==> src/rtl/regfile_write_buffer.sv <==
// Write-back buffer in front of the register file write port.
// Accepts writes over valid/ready, queues them in a DEPTH-entry FIFO, and
// drains one entry per cycle into a registered wr_* stage. A combinational
// bypass lets readers see writes that the register file has not latched yet.
module regfile_write_buffer #(
    parameter int N     = 64,
    parameter int AW    = 5,
    parameter int DEPTH = 4,
    parameter int ZR    = 31
) (
    input  logic                         clk,
    input  logic                         reset,
    input  logic                         in_valid,
    output logic                         in_ready,
    input  logic [AW-1:0]                in_addr,
    input  logic [N-1:0]                 in_data,
    input  logic                         wr_stall,
    output logic                         wr_en,
    output logic [AW-1:0]                wr_addr,
    output logic [N-1:0]                 wr_data,
    input  logic [AW-1:0]                rd_addr,
    output logic                         rd_hit,
    output logic [N-1:0]                 rd_data,
    output logic [$clog2(DEPTH+1)-1:0]   count
);

    localparam int PW = $clog2(DEPTH);
    localparam int CW = $clog2(DEPTH+1);

    logic [AW-1:0] mem_addr [DEPTH];
    logic [N-1:0]  mem_data [DEPTH];
    logic [PW-1:0] wptr;
    logic [PW-1:0] rptr;
    logic          push;
    logic          pop;

    // Writes to the hard-zero register complete the handshake but are dropped.
    // Pop uses the pre-edge count, so a fresh entry is never popped on the edge
    // that pushes it.
    always_comb begin
        in_ready = (count != CW'(DEPTH));
        push     = in_valid && in_ready && (in_addr != AW'(ZR));
        pop      = (count != '0) && !wr_stall;
    end

    // Entry storage; occupancy is tracked by count, so no reset is needed here.
    always_ff @(posedge clk) begin
        if (push) begin
            mem_addr[wptr] <= in_addr;
            mem_data[wptr] <= in_data;
        end
    end

    // Pointers and occupancy.
    always_ff @(posedge clk or negedge reset) begin
        if (!reset) begin
            wptr  <= '0;
            rptr  <= '0;
            count <= '0;
        end else begin
            if (push) wptr <= wptr + PW'(1);
            if (pop)  rptr <= rptr + PW'(1);
            case ({push, pop})
                2'b10:   count <= count + CW'(1);
                2'b01:   count <= count - CW'(1);
                default: count <= count;
            endcase
        end
    end

    // Registered register-file write stage; address/data hold when idle.
    always_ff @(posedge clk or negedge reset) begin
        if (!reset) begin
            wr_en   <= 1'b0;
            wr_addr <= '0;
            wr_data <= '0;
        end else begin
            wr_en <= pop;
            if (pop) begin
                wr_addr <= mem_addr[rptr];
                wr_data <= mem_data[rptr];
            end
        end
    end

    // Bypass: the wr_* stage has lowest priority, then FIFO entries oldest to
    // youngest, each later match overriding so the youngest write wins.
    always_comb begin
        logic [PW-1:0] idx;
        idx     = '0;
        rd_hit  = 1'b0;
        rd_data = '0;
        if (wr_en && (wr_addr == rd_addr)) begin
            rd_hit  = 1'b1;
            rd_data = wr_data;
        end
        for (int i = 0; i < DEPTH; i++) begin
            idx = rptr + PW'(i);
            if ((CW'(i) < count) && (mem_addr[idx] == rd_addr)) begin
                rd_hit  = 1'b1;
                rd_data = mem_data[idx];
            end
        end
        if (rd_addr == AW'(ZR)) begin
            rd_hit  = 1'b0;
            rd_data = '0;
        end
    end

endmodule

==> config.mk <==
export PLATFORM = sky130hd
export DESIGN_NAME = regfile_write_buffer
export DESIGN_NICKNAME = d
export VERILOG_FILES = /design/src/rtl/regfile_write_buffer.sv
export SDC_FILE = /design/constraint.sdc
export NUM_CORES = 1
export LEC_CHECK = 0
export BUFFER_PORTS_ARGS = -buffer_cell sky130_fd_sc_hd__buf_4
export CAP_MARGIN = 5
export CORE_UTILIZATION = 40
export CTS_CLUSTER_SIZE = 14
export DETAILED_ROUTE_END_ITERATION = 6
export PLACE_DENSITY = 0.61
export SYNTH_ARGS = -nofsm -noshare
export SYNTH_HDL_FRONTEND = slang
export SYNTH_SLANG_ARGS = --single-unit
==> constraint.sdc <==
create_clock -name clk -period 8.48 [get_ports clk]
set_input_delay 0.848 -clock clk [delete_from_list [all_inputs] [get_ports clk]]
set_output_delay 0.848 -clock clk [all_outputs]
set_load 0.05 [all_outputs]
---- Word-level counts from Yosys, hierarchy flattened ----
Memories as Yosys holds them, arrays and structs flattened.
Cells that the tools add are included.
storage, ports and cells
  register bits ........................... 77
  RAM bits ................................ 276
  output and inout bits ................... 139
  memories kept ........................... 2
memory list
  name      depth  bits a word  read ports  clocked after memory_dff  write ports  line  RTL
  mem_data  4      64           4           0                         1            31    logic [N-1:0] mem_data [DEPTH];
  mem_addr  4      5            4           0                         1            30    logic [AW-1:0] mem_addr [DEPTH];
cells by class
  $add $sub $neg .......................... 6
  magnitude comparators ................... 4
  equal/unequal tests ..................... 10
  mux-type cells .......................... 15
  reductions and logical operators ........ 11
operator list
  cell                 number
  $mux 64              6
  $eq 5x5->1           5
  $logic_and 1x1->1    8
  $mux 1               8
  $lt 1x3->1 const A   2
  $lt 2x3->1 const A   2
  $pmux 3 s2           1
  $eq 5x5->1 const B   1
  $ne 5x5->1 const B   1
  $add 2x1->2 const B  2
  $add 2x2->2 const B  2
  $add 3x1->3 const B  1
  $ne 3x3->1 const B   1
  $reduce_bool 3->1    1
  $sub 3x1->3 const B  1
  $eq 2x1->1 const B   1
  $eq 2x2->1 const B   1
  $reduce_bool 2->1    1
  $logic_not 1->1      1

---- Depth between registers and ports, before layout ----
Gate-level depths: netlist of the first run.
  depth in word-level cells ............... 8
  gate-level depth with buffers ........... 12

---- Worst setup path after synthesis of the first run ----
OpenSTA, ideal clock, no wires.
  path kind ............................... input to output
  start ................................... in rd_addr[3]
  end ..................................... out rd_data[54]
  data arrival time ....................... 3.607 ns
  setup slack ............................. 4.025 ns
  cell stages on the path ................. 10
  path buffers ............................ 3
  cells stage by stage .................... clkbuf_1 -> and2_1 -> mux2i_1 -> a2111oi_4 -> o21ai_2 -> clkbuf_1 -> clkbuf_1 -> nand4_1 -> a32oi_1 -> nor3_1
on the way
  longest elaborated chain between the ends .. 8
RTL lines
  item                   line  RTL
  start, declared        21    input logic [AW-1:0] rd_addr,
  $eq 5x5->1             93    if (wr_en && (wr_addr == rd_addr)) begin
  $logic_and 1x1->1      93
  $mux 64                93
  $mux 64 (4 in series)  99    if ((CW'(i) < count) && (mem_addr[idx] == rd_addr)) begin
  $mux 64 *              104   if (rd_addr == AW'(ZR)) begin
  end, declared          23    output logic [N-1:0] rd_data,
Mark *: on every way between the ends. The rest lies on a longest branch, timed or not.

---- Worst setup path in the final report of the first run ----
  start ................................... reg rptr[0]
  end ..................................... out rd_data[18]
on the way
  longest elaborated chain between the ends .. 8
RTL lines
  item                                             line  RTL
  start, declared                                  33    logic [PW-1:0] rptr;
  start signal, assigned                           62    if (pop) rptr <= rptr + PW'(1);
  $add 2x1->2 or $mem_v2 4x5 (tied branches)       n/a
  $mem_v2 4x5 or $eq 5x5->1 (tied branches)        n/a
  $eq 5x5->1 or $logic_and 1x1->1 (tied branches)  99
  $logic_and 1x1->1 or $mux 64 (tied branches)     99
  $mux 64 (2 in series)                            99
  $mux 64 *                                        99
  $mux 64 *                                        104
Marked as above.

==> impl_results.md, run 1 <==
- Synth Area in Compound Gates: 0.1434
- XOR/XNOR share of the synthesized area: 0.01404
- CP max stage delay: 0.83 ns
- Final setup vio count: 0
- Final Cycle Share: 0.7216
- CTS sink count: 353
- Switching part of the total: 0.4711
- Share of cells above drive strength 1: 0.2218
- Power Density: 401.9 nW/um^2
- Vias in the first global route: 16575
- Top FF cell, synth: edfxtp_1
- Post-layout nets: 2087
- Hold-fix buffers at CTS: 0
- Longest Clk Path Bufs: 3
- Die H: 228.9 um
- FF+latch count, synth: 353
- Syn avg cell area: 10.75 sq um
- Mux cell area share after synthesis: 0.1514
- Share of the synthesized area in the top cell type: 0.4026
- Area growth, synth to finish: 15.72%
- Cells after Synth: 1915
- GPL Wtd Cong: 0.8293
- Post-CTS setup buffers: 0
- GR Overflow Total: 0
- Register area share after synthesis: 0.4962
- IO Count: 217
- Synth top area cells: edfxtp_1, dfrtp_1, mux2i_1, mux2_2, nand4_1
- DRC: 0
- Pwr Total: 9575 uW
- Clk root buf: clkbuf_16
- Hold Path Class: in2async
- Status: completed
- Rows: 82
- Final TNS setup: 0 ns
- PortBufs: 216
- Die X: 228.9 um
- Synthesized area: 20590 sq um
- Leak pwr: 0.008880 uW
- Fmax: 163.4 MHz
- Largest family of logic cells by synthesized area: multiplexers
- Post-synthesis simple-gate area fraction: 0.1450
- Worst hold slack: 0.3004 ns
- Share of total power in the clock network: 0.183
- Critical path endpoint category: output port
- Final Max Slew Viols: 0
- CP max-delay cell: dfrtp_4
- Internal Pwr Total: 5065 uW
- Hold Vio Cnt, Final: 0
- Post-synth top cells: edfxtp_1, nand2_1, mux2i_1
- Finished Cell Area: 23820 sq um
- Max cap viols: 0
- 1st-iter DRT viols: 1383
- Post-Route WL: 63910 um
- CTS tree: built
- Synth unique cells: 51
- Crit path time final: 6.120 ns
- Vias/cell: 6.158
- Most used cell, CP: buf_4
- Max_slew headroom: 0.1961
- Slew @ Worst Pin: 1.206 ns
- Peak VDD IR: 471.3 uV
- Core box area: 50480 sq um
- Yosys top cell by area: edfxtp_1
- Post-CTS sizing: 0
- CTS buffer count: 41
- Worst Path Buf+Inv: 2
- Seq pwr share: 0.284
- Area share of fa/ha/maj cells after synthesis: 0.005470
- Async SR Flop Fraction: 0.2181
- CP startpoint kind: register
- Detailed Place HPWL: 36990 um
- Post-synth EDFFs: 276
- Psw: 4510 uW
- CP cell instances: buf_4, mux4_2, xnor2_1, nand4_1, a211o_2, nand2b_4, o2111ai_1, and3_1, buf_4
- Yosys warning total: 0
- Worst-path fanout max: 61
- Setup Crit Path Kind: reg2out
- Top delay family on crit path: simple AND/OR/NAND/NOR gates
- Antenna-violating nets left: 0
- Top-count cell post-synth: edfxtp_1
- DIE AREA: 52380 sq um
- Filler cells: 4621
- Clock slew at reported path FFs: 0.06 ns
- H-tree level count: 2
- Largest net degree at the start of global routing: 167
- First-pass iteration count of the detailed router: 6
- Initial core utilization: 0.4078
- Arr. time, crit path: 5.27 ns
- Skew final: 0.02234 ns
- CP Data Required Time: 7.63 ns
- Comb power frac: 0.534
- Later-pin clock latency in the skew report: 0.56 ns
- Cell Area, Placed: 22490 sq um
- Gr usage total: 0.2398
- Routed via count: 16664
- RSZ-0062 raised after global routing: false
- Syn nets: 2002
- Initial antenna violation count: 1
- Wire length per cell: 23.62 um
- First-pass GRT wire length: 97610 um
per-layer routing:
layer / up-vias / GRT usage / part of all wire
met5: - / 0 / 0
met4: 0 / 0.08875 / 0.027
met3: 121 / 0.04591 / 0.080
met2: 766 / 0.3987 / 0.48
met1: 8213 / 0.3098 / 0.41
li1: 7564 / - / -
sequential cells by signal, summed over array words and instances, names as in the netlist:
name and flops:
wr_data 64, wptr 2, mem_data 256, wr_en 1, rptr 2, count 3, wr_addr 5, mem_addr 20
kinds of logic after synthesis:
group	count (synthesis)
and+or+nand+nor	584
AOI/OAI and AO/OA	438
DFF	353
muxes	286
buffers and inverters	212
xor gates and xnor gates	33
adders and majority gates	9
through the flow:
stage               instances  utilization  setup slack [ns]
floorplan                1915            -             4.025
global placement         2629       0.4455             3.062
detailed placement       2629       0.4455             2.997
CTS                      2705       0.4719             2.381
global route             2706       0.4719             2.182
finish                   2706       0.4719             2.360
worst paths after layout:
check / from / endpoint / slack (ns) / cells past startpoint
min in group clk: in_data[55] / mem_data[0][55] / 0.49 / 1
setup reg to reg: rptr[1] / wr_data[21] / 4.50 / 5
hold / removal: reset / count[0] / 0.30 / 1
hold reg to reg: wr_data[41] / wr_data[41] / 0.51 / 2
max in group asynchronous: reset / rptr[1] / 7.03 / 2
setup / recovery: rptr[0] / rd_data[18] / 2.36 / 9
cell type report:
class | instances | area, sq um | area share
diodes | 1 | 2.502 | 0.0001050
clock buffers | 55 | 1141 | 0.04790
clock inverters | 21 | 187.7 | 0.007879
inverters | 11 | 43.79 | 0.001838
multi-input cells | 1350 | 9547 | 0.4008
flip-flops and latches | 353 | 10220 | 0.4291
well taps | 672 | 840.8 | 0.03530
repair buffers | 243 | 1837 | 0.07710
cells in the final DEF (no fill, tap or decap), types with 9 or more instances in the layout:
cell type,instances
buf_4,242
a32o_1,58
ha_1,9
o21ai_0,132
clkinv_2,12
o211ai_1,45
xor2_1,14
a21oi_1,110
mux2i_1,166
clkbuf_1,10
nand4_1,142
mux2_2,110
mux4_2,9
edfxtp_1,276
o2111ai_1,61
inv_1,9
or2_1,34
clkbuf_16,43
dfrtp_1,75
and3_1,65
nand3_1,65
or2_0,24
xnor2_1,19
nand2_1,226
power groups by stage:
stage          registers, uW  logic (uW)  clock network [uW]
2_1_floorplan           3200        3170                   0
3_3_place_gp            2730        5030                   0
3_5_place_dp            2750        5080                   0
4_1_cts                 2720        5090                1790
5_1_grt                 2780        5450                1850
6_report                2720        5110                1750
Power figures use the tool's default switching activity.
==> run 2: changes to the inputs <==
clock period = 6.1 ns   (was 8.48 ns; I/O delays follow)
==> run 2 against run 1 <==
  * The flow now finishes with violations (design-rule violations)
  * Flip-flop and latch count stayed put
  * Cell count increased by 0.30%
  * Register-to-register slack got worse by 2.3 ns
  * Sequential share of layout area shrank 0.32 points
  * Via count grew 0.74%
  * Total power up 42%
  * Sequential power is 39% higher
  * Core utilization rose by 0.36 points
==> impl_results.md, run 2 (synthesis results as in run 1) <==
- Failing checks: design-rule violations
- Critical path endpoint category: output port (unchanged)
- Antenna-violating nets left: 0 (unchanged)
- Final Max Slew Viols: 0 (unchanged)
- Arr. time, crit path: 4.84 ns (was 5.27 ns)
- Largest net degree at the start of global routing: 179 (was 167)
- Slew @ Worst Pin: 1.211 ns (was 1.206 ns)
- Rows: 82 (unchanged)
- DIE AREA: 52380 sq um (unchanged)
- Hold Path Class: in2async (unchanged)
- Post-Place Cells: 2630 (was 2629)
- Status: finished with violations (was completed)
- Crit path time final: 5.447 ns
- Core box area: 50480 sq um (unchanged)
- CTS tree: built (unchanged)
- Final Cycle Share: 0.8930
- Post-CTS setup buffers: 0 (unchanged)
- Detailed Place HPWL: 37530 um (was 36990 um)
- Vias/cell: 6.185 (was 6.158)
- Vias in the first global route: 16782 (was 16575)
- Post-layout nets: 2089 (was 2087)
- Reg2reg end: wr_data[22] (was wr_data[21])
- Fmax: 183.6 MHz
- Initial antenna violation count: 7 (was 1)
- PortBufs: 216 (unchanged)
- Setup Crit Path Kind: reg2out (unchanged)
- DRC: 1 (was 0)
- Most common cell after layout, fill and taps aside: edfxtp_1 (unchanged)
- CP startpoint kind: register (unchanged)
- Hold Vio Cnt, Final: 0 (unchanged)
- CP Data Required Time: 5.49 ns (was 7.63 ns)
- Power Density: 564.6 nW/um^2 (was 401.9 nW/um^2)
- Most frequent cells in the layout: edfxtp_1, buf_4, nand2_1 (unchanged)
- Max_slew headroom: 0.1926 (was 0.1961)
- Longest Clk Path Bufs: 3 (unchanged)
- Leak pwr: 0.008947 uW (was 0.008880 uW)
- H-tree level count: 2 (unchanged)
- 1st-iter DRT viols: 1406 (was 1383)
- Final setup vio count: 0 (unchanged)
- CTS sink count: 353 (unchanged)
- Post-CTS sizing: 0 (unchanged)
- FF-to-FF Start: rptr[1] (unchanged)
- Finished Core Util: 0.4755 (was 0.4719)
- Finished Cell Area: 24000 sq um (was 23820 sq um)
- Die X: 228.9 um (unchanged)
- R2r worst-path depth: 5 (unchanged)
- Clk root buf: clkbuf_16 (unchanged)
- R2R Setup Slk: 2.18 ns (was 4.50 ns)
- CTS buffer count: 42 (was 41)
- Wire length per cell: 24.32 um (was 23.62 um)
- Worst-path fanout max: 86 (was 61)
- IO Count: 217 (unchanged)
- Cell Area, Placed: 22550 sq um (was 22490 sq um)
- Hold-fix buffers at CTS: 0 (unchanged)
- First-pass GRT wire length: 99480 um (was 97610 um)
- Non-Filler Instances: 2714 (was 2706)
- GPL Wtd Cong: 0.8221 (was 0.8293)
- Area growth, synth to finish: 16.59% (was 15.72%)
- Share of cells above drive strength 1: 0.2245 (was 0.2218)
- Final TNS setup: 0 ns (unchanged)
- Later-pin clock latency in the skew report: 0.57 ns (was 0.56 ns)
- Pre-CTS setup slack: 1.240 ns (was 2.997 ns)
- Skew final: 0.02003 ns (was 0.02234 ns)
- RSZ-0062 raised after global routing: false (unchanged)
- Clock slew at reported path FFs: 0.06 ns (about the same)
- Max FFs per register: 256 (unchanged)
- Max cap viols: 0 (unchanged)
- First-pass iteration count of the detailed router: 7 (was 6)
- Initial core utilization: 0.4078 (unchanged)
- Die H: 228.9 um (unchanged)
- Regs by FF count: mem_data x256, wr_data x64, mem_addr x20 (unchanged)
- Gr usage total: 0.2454 (was 0.2398)
- Post-Route WL: 66010 um (was 63910 um)
- Reg with most FFs: mem_data (unchanged)
- GR Overflow Total: 0 (unchanged)
- Peak VDD IR: 525.7 uV (was 471.3 uV)
- Fin worst setup slack: 0.6526 ns (was 2.360 ns)
- Routed via count: 16787 (was 16664)
[run 2: changes by cell type in the layout (fill, tap and decap cells not counted), moves of 3 or more]
cell and change:
clkinvlp_4 +3, clkbuf_8 +4, buf_12 +4, diode_2 +5
buf_4 -3
[run 2: area by class of cell]
cell class                 count  area (sq um)
antenna                        6         15.01
multi-input combinational   1350          9547
fill                        4622         26480
sequential                   353         10220
inverter                      11         43.79
clock inverter                18         196.4
clock buffer                  60          1242
timing repair buffer         244          1894
tap                          672         840.8
[run 2: metal layers]
layer | track usage | wire length (um) | vias up
met2 | 0.4133 | 32390 | 696
met1 | 0.3076 | 26960 | 8418
met4 | 0.1096 | 2076 | 2
met3 | 0.04354 | 4581 | 118
li1 | - | - | 7553
met5 | 0 | 9 | -
[run 2: where the power goes]
group | internal (uW) | total [uW] | leakage [uW] | switching (uW)
clock | 1590 | 2610 | 0.000706 | 1030
combinational | 2350 | 7150 | 0.00480 | 4800
sequential | 3270 | 3790 | 0.00345 | 527
total | 7200 | 13600 | 0.00895 | 6350
[run 2: how the worst max path moves through the flow]
stage / from / end / cells past startpoint
finish: rptr[0] / rd_data[1] / 9
detailed placement: rptr[0] / rd_data[1] / 9
CTS: rptr[0] / rd_data[1] / 9
floorplan: count[0] / mem_addr[0][0] / 6
global route: rptr[0] / rd_data[1] / 9
global placement: rptr[0] / rd_data[0] / 9
[run 2: metrics by stage]
stage | total power (uW) | hold slack (ns)
2_1_floorplan | 8852 | 0.3144
3_3_place_gp | 10810 | 0.4905
3_5_place_dp | 10920 | 0.4976
4_1_cts | 13550 | 0.01569
5_1_grt | 14200 | 0.04741
6_report | 13550 | 0.01214
[run 2: worst max-delay path, stage by stage (launching register included)]
cell and delay, ns:
dfrtp_4 1.06, mux4_2 0.62, xor2_1 0.17, a2111oi_2 0.45, o21a_2 0.76, buf_4 0.45
o211ai_1 0.15, o2111ai_1 0.13, and3_1 0.26, buf_4 0.22
